**src/rtl/bcd_count_ctrl.sv**
```systemverilog
// Four-digit BCD counting chain with run/pause/clear sequencing, prescaled tick,
// per-digit carry pulses and terminal-count handling (halt in DONE or wrap to 0000).
module bcd_count_ctrl #(
    parameter logic [15:0] TERMINAL  = 16'h9675,
    parameter int          TICK_DIV  = 1,
    parameter int          DIV_WIDTH = 16
) (
    input  logic       clk,
    input  logic       rst,
    input  logic       start,
    input  logic       stop,
    input  logic       clear,
    input  logic       wrap_en,
    output logic [3:0] d0,
    output logic [3:0] d1,
    output logic [3:0] d2,
    output logic [3:0] d3,
    output logic [2:0] carry_out,
    output logic       running,
    output logic       done,
    output logic       at_term
);

    typedef enum logic [1:0] {
        ST_IDLE,
        ST_RUN,
        ST_PAUSE,
        ST_DONE
    } state_t;

    localparam logic [DIV_WIDTH-1:0] PRESC_MAX = DIV_WIDTH'(TICK_DIV - 1);

    state_t               state_reg, state_next;
    logic [3:0]           dig_reg [4];
    logic [3:0]           dig_next [4];
    logic [3:0]           dig_inc [4];
    logic [3:0]           inc_chain;
    logic [DIV_WIDTH-1:0] presc_reg, presc_next;
    logic [2:0]           carry_reg, carry_next;
    logic                 done_reg, done_next;
    logic [15:0]          value;
    logic                 tick;
    logic                 go;

    // inc_chain[i] = digit i receives an increment on a normal tick (full ripple in one cycle)
    assign inc_chain[0] = 1'b1;

    genvar gi;
    generate
        for (gi = 1; gi < 4; gi++) begin : g_chain
            assign inc_chain[gi] = inc_chain[gi-1] && (dig_reg[gi-1] == 4'd9);
        end
        for (gi = 0; gi < 4; gi++) begin : g_digit
            assign dig_inc[gi] = !inc_chain[gi]         ? dig_reg[gi] :
                                 (dig_reg[gi] == 4'd9)  ? 4'd0        :
                                                          dig_reg[gi] + 4'd1;
            assign value[gi*4 +: 4] = dig_reg[gi];
        end
    endgenerate

    assign tick = (presc_reg == PRESC_MAX);
    assign go   = start && !stop;

    always_ff @(posedge clk or posedge rst) begin
        if (rst) begin
            state_reg <= ST_IDLE;
            presc_reg <= '0;
            carry_reg <= '0;
            done_reg  <= 1'b0;
            for (int i = 0; i < 4; i++) begin
                dig_reg[i] <= '0;
            end
        end else begin
            state_reg <= state_next;
            presc_reg <= presc_next;
            carry_reg <= carry_next;
            done_reg  <= done_next;
            for (int i = 0; i < 4; i++) begin
                dig_reg[i] <= dig_next[i];
            end
        end
    end

    always_comb begin
        state_next = state_reg;
        presc_next = presc_reg;
        carry_next = '0;
        done_next  = 1'b0;
        for (int i = 0; i < 4; i++) begin
            dig_next[i] = dig_reg[i];
        end

        if (clear) begin
            state_next = ST_IDLE;
            presc_next = '0;
            for (int i = 0; i < 4; i++) begin
                dig_next[i] = '0;
            end
        end else begin
            case (state_reg)
                ST_IDLE: begin
                    if (go) state_next = ST_RUN;
                end
                ST_RUN: begin
                    // stop outranks a coincident tick: prescaler and digits hold
                    if (stop) begin
                        state_next = ST_PAUSE;
                    end else if (tick) begin
                        presc_next = '0;
                        if (value == TERMINAL) begin
                            done_next = 1'b1;
                            if (wrap_en) begin
                                for (int i = 0; i < 4; i++) begin
                                    dig_next[i] = '0;
                                end
                            end else begin
                                state_next = ST_DONE;
                            end
                        end else begin
                            carry_next = inc_chain[3:1];
                            for (int i = 0; i < 4; i++) begin
                                dig_next[i] = dig_inc[i];
                            end
                        end
                    end else begin
                        presc_next = presc_reg + 1'b1;
                    end
                end
                ST_PAUSE: begin
                    if (go) state_next = ST_RUN;
                end
                ST_DONE: begin
                    if (go) begin
                        state_next = ST_RUN;
                        presc_next = '0;
                        for (int i = 0; i < 4; i++) begin
                            dig_next[i] = '0;
                        end
                    end
                end
                default: state_next = ST_IDLE;
            endcase
        end
    end

    assign d0        = dig_reg[0];
    assign d1        = dig_reg[1];
    assign d2        = dig_reg[2];
    assign d3        = dig_reg[3];
    assign carry_out = carry_reg;
    assign done      = done_reg;
    assign running   = (state_reg == ST_RUN);
    assign at_term   = (value == TERMINAL);

endmodule

```
**config.mk**
```make
export PLATFORM = sky130hd
export DESIGN_NAME = bcd_count_ctrl
export DESIGN_NICKNAME = d
export VERILOG_FILES = /design/src/rtl/bcd_count_ctrl.sv
export SDC_FILE = /design/constraint.sdc
export NUM_CORES = 1
export LEC_CHECK = 0
export ABC_AREA = 1
export CORE_UTILIZATION = 45
export CTS_CLUSTER_SIZE = 14
export DETAILED_ROUTE_END_ITERATION = 8
export GPL_ROUTABILITY_DRIVEN = 0
export HOLD_SLACK_MARGIN = 0.05
export PLACE_DENSITY_LB_ADDON = 0.3
export SYNTH_ARGS = -nofsm -noshare
export SYNTH_HDL_FRONTEND = slang
export SYNTH_SLANG_ARGS = --single-unit
```
**constraint.sdc**
```tcl
create_clock -name clk -period 2.4 [get_ports clk]
set_clock_uncertainty 0.2 [all_clocks]
set_input_delay 0.24 -clock clk [delete_from_list [all_inputs] [get_ports clk]]
set_output_delay 0.24 -clock clk [all_outputs]
set_load 0.005 [all_outputs]
```
==> flow_metrics.tcl, run 1 <==
set metrics [dict create \
    drive_above_1_share 0.101 \
    floorplan.die.height_um 75.8 \
    clkTransAtPathRegs_ps 80 \
    worstMarginPinSlew_ps 512 \
    remaining_antenna_violation_count_after_routing 0 \
    drtIter0Drc 160 \
    syn_area_um2 2450 \
    clkLatencyLatePin_ps 290 \
    outcome "complete, no violations" \
    final-setup-viol-count 0 \
    ys_top_cells_by_count "sky130_fd_sc_hd__nand2_1 (105), sky130_fd_sc_hd__nor2_1 (57), sky130_fd_sc_hd__inv_1 (42), sky130_fd_sc_hd__nand3_1 (39), sky130_fd_sc_hd__dfrtp_1 (38)" \
    timing.slew.headroom 0.659 \
    antenna_found_initial 0 \
    worstRegToRegCells 15 \
    gr-total-overflow 0 \
    largest_register_ffs 16 \
    r2r_setup_slack_ps 210 \
    drv_cap 0 \
    critical_path_required_ps 2430 \
    yosysWarnings 0 \
    drcViolationCount 0 \
    rows 26 \
    yosysSeqAreaShare 0.388 \
    r2r_start "d0[1]$_DFFE_PP0P_" \
    pin_count 28 \
    tritoncts "done" \
    via_count 2410 \
    worst_ep_arrival_time_ps 2220 \
    synth-seq-cells 38 \
    start_kind "flip-flop" \
    clock_tree.root_cell "sky130_fd_sc_hd__clkbuf_8" \
    postLayoutSetupSlackWorst_ps 210 \
    placement.io_buffers 27 \
    max_slew_violation_count 0 \
    timing.hold.worst.class "input port to async pin" \
    vias_per_cell 5.15 \
    cts.htree.levels 2 \
    yosys.area.top_type_share 0.388 \
    synth.top_cells.by_area "sky130_fd_sc_hd__dfrtp_1 (39%), sky130_fd_sc_hd__nand2_1 (16%), sky130_fd_sc_hd__nor2_1 (8.7%)" \
    die_w_um 75.8 \
    starting_utilization_of_the_core_area 0.474 \
    detail_route.first_pass.iterations 4 \
    post-synth-top-count-cell "sky130_fd_sc_hd__nand2_1" \
    dpl_worst_slack_ps 106 \
    core_area_um2 5170 \
    mappedNetlistNets 370 \
    first_pass_grt_wire_length_um 9560 \
    async_s_r_ff_share_synth 1.00 \
    tns_ps 0 \
    crit_path_max_fanout 5 \
    grt_pass1_vias 2226 \
    clock.fmax_mhz 457 \
    antennaDiodeCount 0 \
    layout_min_cycle_time_ps 2190 \
    nNetsFinal 411 \
    avgSynthCellArea_um2 6.88 \
    grt_setup_unrepaired "no" \
    synth.distinct_cells 31 \
    timing.rr.end "carry_out[2]$_DFF_PP0_" \
    stdcell_count 468 \
    synth_largest_area_cell "sky130_fd_sc_hd__dfrtp_1" \
    power_leakage_uw 0.00153 \
    clk_path_buf_depth 2 \
    worstSetupEndpointType "flip-flop" \
    numCtsBuffers 5 \
    detailedPlacementHpwl_um 4080 \
    ir_drop_v 0.000402 \
    report.final.hold_viol_count 0 \
    grt_start_max_net_pins 39 \
    areaGrowthSynthToFinish_pct 21.5 \
    globalRouteTotalUtil 0.221 \
    number_of_enable_type_register_cells_in_the_synthesized_netlist 0 \
    setup.worst_path.class "flip-flop to flip-flop" \
    fp.dieArea_um2 5740 \
    cts-hold-fix-buffers 0 \
    clock_net_sink_count 38 \
    cellPowerDensity_nw_per_um2 725 \
    post-route-util 0.575 \
    finalCritPeriodShare 0.913 \
    wirelength_um 5700 \
    inst_count_dp 453 \
    wl_per_cell_um 12.2 \
    post_synth_inst_count 356 \
    synthFlopType "sky130_fd_sc_hd__dfrtp_1" \
]
## layer usage
| metal | global-route usage | vias up | routed length, µm |
|---|---|---|---|
| li1 | - | 1206 | - |
| met1 | 0.261 | 1145 | 2560 |
| met2 | 0.391 | 53 | 2860 |
| met3 | 0.0423 | 6 | 208 |
| met4 | 0.0947 | 0 | 67 |
| met5 | 0 | - | 0 |
## how the worst max path moves through the flow
stage | start | endpoint | slack, ps | depth (start not counted)
5_1_grt | d3[1]$_DFFE_PP0P_ | d3[1]$_DFFE_PP0P_ | 2 | 9
3_5_place_dp | stop | d1[1]$_DFFE_PP0P_ | 110 | 11
3_3_place_gp | stop | d1[1]$_DFFE_PP0P_ | 120 | 11
6_report | d0[1]$_DFFE_PP0P_ | carry_out[2]$_DFF_PP0_ | 210 | 15
2_1_floorplan | d0[1]$_DFFE_PP0P_ | state_reg[0]$_DFFE_PP0P_ | 690 | 12
4_1_cts | d2[0]$_DFFE_PP0P_ | at_term | 50 | 4
## critical path, stage by stage, from the launching register on
cell	delay, ps
sky130_fd_sc_hd__dfrtp_1	420
sky130_fd_sc_hd__inv_1	60
sky130_fd_sc_hd__ha_1	190
sky130_fd_sc_hd__nand2_1	70
sky130_fd_sc_hd__inv_1	40
sky130_fd_sc_hd__nand2_1	90
sky130_fd_sc_hd__nor3_2	70
sky130_fd_sc_hd__buf_4	130
sky130_fd_sc_hd__buf_4	120
sky130_fd_sc_hd__buf_4	120
sky130_fd_sc_hd__buf_4	120
sky130_fd_sc_hd__buf_4	120
sky130_fd_sc_hd__buf_4	120
sky130_fd_sc_hd__nor2_1	100
sky130_fd_sc_hd__nand2_1	90
sky130_fd_sc_hd__nor2_1	90
## report_power, final
part	switching, µW	total [µW]	internal [µW]
clock network	224	515	290
registers	116	841	726
logic	448	801	354
total	788	2160	1370
## cells by family after synthesis
group | share of synthesized area
buffers and inverters | 0.0899
adder cells (fa/ha/maj) | 0.0409
XOR/XNOR | 0.0215
AND/OR/NAND/NOR | 0.412
AO/OA/AOI/OAI | 0.0475
flip-flops | 0.388
## final cells by class
| cell class | count | area (µm²) |
|---|---|---|
| tap | 70 | 87.6 |
| multi-input combinational | 266 | 1290 |
| timing repair buffer | 38 | 355 |
| fill | 500 | 2200 |
| clock buffer | 8 | 110 |
| inverter | 48 | 183 |
| sequential | 38 | 951 |
## metrics by stage
stage          power [µW]  cell area, µm²  hold slack (ps)
5_1_grt              2320            2980              220
3_5_place_dp         1630            2800              303
2_1_floorplan        1320            2450              112
4_1_cts              2170            2970              181
6_report             2160            2980              177
3_3_place_gp         1610            2800              295
## what timing repair did
action	CTS	global route
pin swaps	1	1
buffers inserted	7	0
resized for setup	1	2
setup endpoints to repair	1	1
## placed cells by master, fill, tap and decap left out, types with 3 or more instances in the layout
master	count
sky130_fd_sc_hd__nand2_1	105
sky130_fd_sc_hd__nor2_1	57
sky130_fd_sc_hd__inv_1	42
sky130_fd_sc_hd__nand3_1	39
sky130_fd_sc_hd__dfrtp_1	38
sky130_fd_sc_hd__clkdlybuf4s50_1	26
sky130_fd_sc_hd__buf_4	11
sky130_fd_sc_hd__ha_1	8
sky130_fd_sc_hd__clkbuf_8	8
sky130_fd_sc_hd__a21oi_1	7
sky130_fd_sc_hd__nand4_1	6
sky130_fd_sc_hd__nor3_1	6
sky130_fd_sc_hd__inv_2	5
sky130_fd_sc_hd__xor2_1	5
sky130_fd_sc_hd__o21ai_0	5
sky130_fd_sc_hd__nand3_2	4
sky130_fd_sc_hd__o21ai_1	4
sky130_fd_sc_hd__nand2_2	3
No activity file was read; power rests on OpenSTA's default activity.
==> run 2: changes to the inputs <==
--- a/config.mk
+++ b/config.mk
@@ -6,12 +6,14 @@
 export NUM_CORES = 1
 export LEC_CHECK = 0
 export ABC_AREA = 1
+export CORE_MARGIN = 2
 export CORE_UTILIZATION = 45
 export CTS_CLUSTER_SIZE = 14
 export DETAILED_ROUTE_END_ITERATION = 8
 export GPL_ROUTABILITY_DRIVEN = 0
 export HOLD_SLACK_MARGIN = 0.05
 export PLACE_DENSITY_LB_ADDON = 0.3
+export SETUP_SLACK_MARGIN = 0.1
 export SYNTH_ARGS = -nofsm -noshare
 export SYNTH_HDL_FRONTEND = slang
 export SYNTH_SLANG_ARGS = --single-unit
==> run 2 against run 1 <==
  * First-iteration DRC count up 3.1%
  * Global-route usage down 1.4 points
  * Die area up 5.3%
  * Largest power group unchanged
  * Count of clock-buffer cells in the layout down 2
  * Critical path type unchanged
  * Combinational power up 2%
  * Register-to-register slack better by 110 ps
  * Worst setup slack better by 110 ps
  * Clock power down 7.8%
  * Via count down 2.9%
==> flow_metrics.tcl, run 2 (synthesized netlist as in run 1, its figures left out) <==
set metrics [dict create \
    outcome "complete, no violations" \
    power_leakage_uw 0.00151 \
    first_pass_grt_wire_length_um 10100 \
    nNetsFinal 409 \
    power_frac_seq 0.397 \
    clkTransAtPathRegs_ps 80 \
    finalCritPeriodShare 0.865 \
    numCtsBuffers 5 \
    floorplan.die.height_um 77.8 \
    report.final.hold_viol_count 0 \
    grt_setup_unrepaired "no" \
    clock.fmax_mhz 482 \
    remaining_antenna_violation_count_after_routing 0 \
    timing.slew.headroom 0.671 \
    grt_start_max_net_pins 39 \
    clock_net_sink_count 38 \
    internal_power_uw 1330 \
    clock_tree.root_cell "sky130_fd_sc_hd__clkbuf_8" \
    wl_per_cell_um 12.5 \
    p_switching_uw 814 \
    layout_min_cycle_time_ps 2080 \
    cellPowerDensity_nw_per_um2 724 \
    antenna_found_initial 0 \
    globalRouteTotalUtil 0.208 \
    drcViolationCount 0 \
    clk_path_buf_depth 2 \
    fp.dieArea_um2 6050 \
    mostFrequentLayoutCell "sky130_fd_sc_hd__nand2_1" \
    wirelength_um 5830 \
    start_kind "flip-flop" \
    combPwrFrac 0.382 \
    grt_util_met1 0.271 \
    rows 26 \
    timing.critical_path.buf_inv 3 \
    detail_route.first_pass.iterations 4 \
    critical_path_required_ps 2440 \
    max_slew_violation_count 0 \
    crit_path_max_fanout 6 \
    layout.cells.most_common_list "sky130_fd_sc_hd__nand2_1 (104), sky130_fd_sc_hd__nor2_1 (57), sky130_fd_sc_hd__inv_1 (42)" \
    power.switching_fraction 0.380 \
    core_area_um2 5170 \
    cts.htree.levels 2 \
    worstSetupEndpointType "flip-flop" \
    starting_utilization_of_the_core_area 0.474 \
    fin_total_pwr_uw 2140 \
    ir_drop_v 0.000591 \
    clkLatencyLatePin_ps 300 \
    groute.layer.met2.usage 0.351 \
    tritoncts "done" \
    critPathSlowestCell "sky130_fd_sc_hd__dfrtp_2" \
    grt_pass1_vias 2240 \
    setup.worst_path.class "flip-flop to flip-flop" \
    via_count 2339 \
    areaGrowthSynthToFinish_pct 20.7 \
    crit_path_max_incr_delay_ps 450 \
    detailedPlacementHpwl_um 4200 \
    antennaDiodeCount 0 \
    tns_ps 0 \
    worst_ep_arrival_time_ps 2110 \
    crit_top_cell "sky130_fd_sc_hd__nand2_1" \
    power.share.clock 0.222 \
    die_w_um 77.8 \
    timing.hold.worst.class "input port to async pin" \
    largest_register_ffs 16 \
    placement.io_buffers 27 \
    worstMarginPinSlew_ps 493 \
    grt.busiest_layer "met2" \
    path_cells "ha_1, nand2_1, inv_1, nand2_1, nor2_2, nand3_1, nand2_2, nor2_4, buf_4, buf_4, nand3_1, nand2_1" \
    drtIter0Drc 165 \
    vias_per_cell 5.02 \
    drive_above_1_share 0.104 \
    drv_cap 0 \
    gr-usage-met3 0.0384 \
    final-setup-viol-count 0 \
    pin_count 28 \
    gr-total-overflow 0 \
    worst_path_dominant_cell_family "simple AND/OR/NAND/NOR gates" \
]
[run 2: power by group through the flow]
stage	combinational (µW)	clock [µW]	sequential [µW]
2_1_floorplan	466	0	852
3_3_place_gp	722	0	865
3_5_place_dp	740	0	867
4_1_cts	795	487	846
5_1_grt	919	514	865
6_report	817	475	850
[run 2: what timing repair did]
action,4_1_cts,5_1_grt
setup endpoints to repair,1,4
hold buffers,0,0
resized for setup,6,1
buffers inserted,4,3
endpoints found under the hold margin,0,0
pin swaps,1,1
[run 2: worst paths after layout]
| check | slack [ps] | to | start | cells past startpoint |
|---|---|---|---|---|
| setup / recovery | 320 | d1[1]$_DFFE_PP0P_ | d0[0]$_DFFE_PP0P_ | 12 |
| hold / removal | 160 | presc_reg[10]$_DFFE_PP0P_ | rst | 3 |
| setup reg to reg | 320 | d1[1]$_DFFE_PP0P_ | d0[0]$_DFFE_PP0P_ | 12 |
| hold reg to reg | 320 | d0[3]$_DFFE_PP0P_ | d0[3]$_DFFE_PP0P_ | 2 |
| max in group asynchronous | 1470 | d0[0]$_DFFE_PP0P_ | rst | 3 |
| min in group clk | 320 | d0[3]$_DFFE_PP0P_ | d0[3]$_DFFE_PP0P_ | 2 |
[run 2: metal layers]
layer | wire length, µm | up-vias
met5 | 0 | -
met4 | 70 | 0
met3 | 243 | 10
met2 | 2800 | 46
met1 | 2720 | 1082
li1 | - | 1201
[run 2: area by class of cell]
type	instances	area, µm²
inverters	48	183
well taps	70	87.6
clock buffers	6	82.6
multi-input cells	266	1300
fillers	487	2220
clock inverters	2	12.5
repair buffers	36	337
flip-flops and latches	38	952
[run 2: metrics by stage]
stage / cell area [µm²] / cells / hold slack [ps] / worst slack [ps] / utilization
after floorplan: 2450 / 356 / 112 / 685 / -
after detailed placement: 2790 / 451 / 293 / 119 / 0.538
after CTS: 2930 / 463 / 181 / 260 / 0.567
final: 2960 / 466 / 164 / 323 / 0.572
after global routing: 2960 / 466 / 234 / 171 / 0.572
after global placement: 2790 / 451 / 290 / 143 / 0.538
[run 2: worst min-delay path, delay by kind of cell]
family | cells | cell delay [ps]
buffers and inverters | 3 | 860
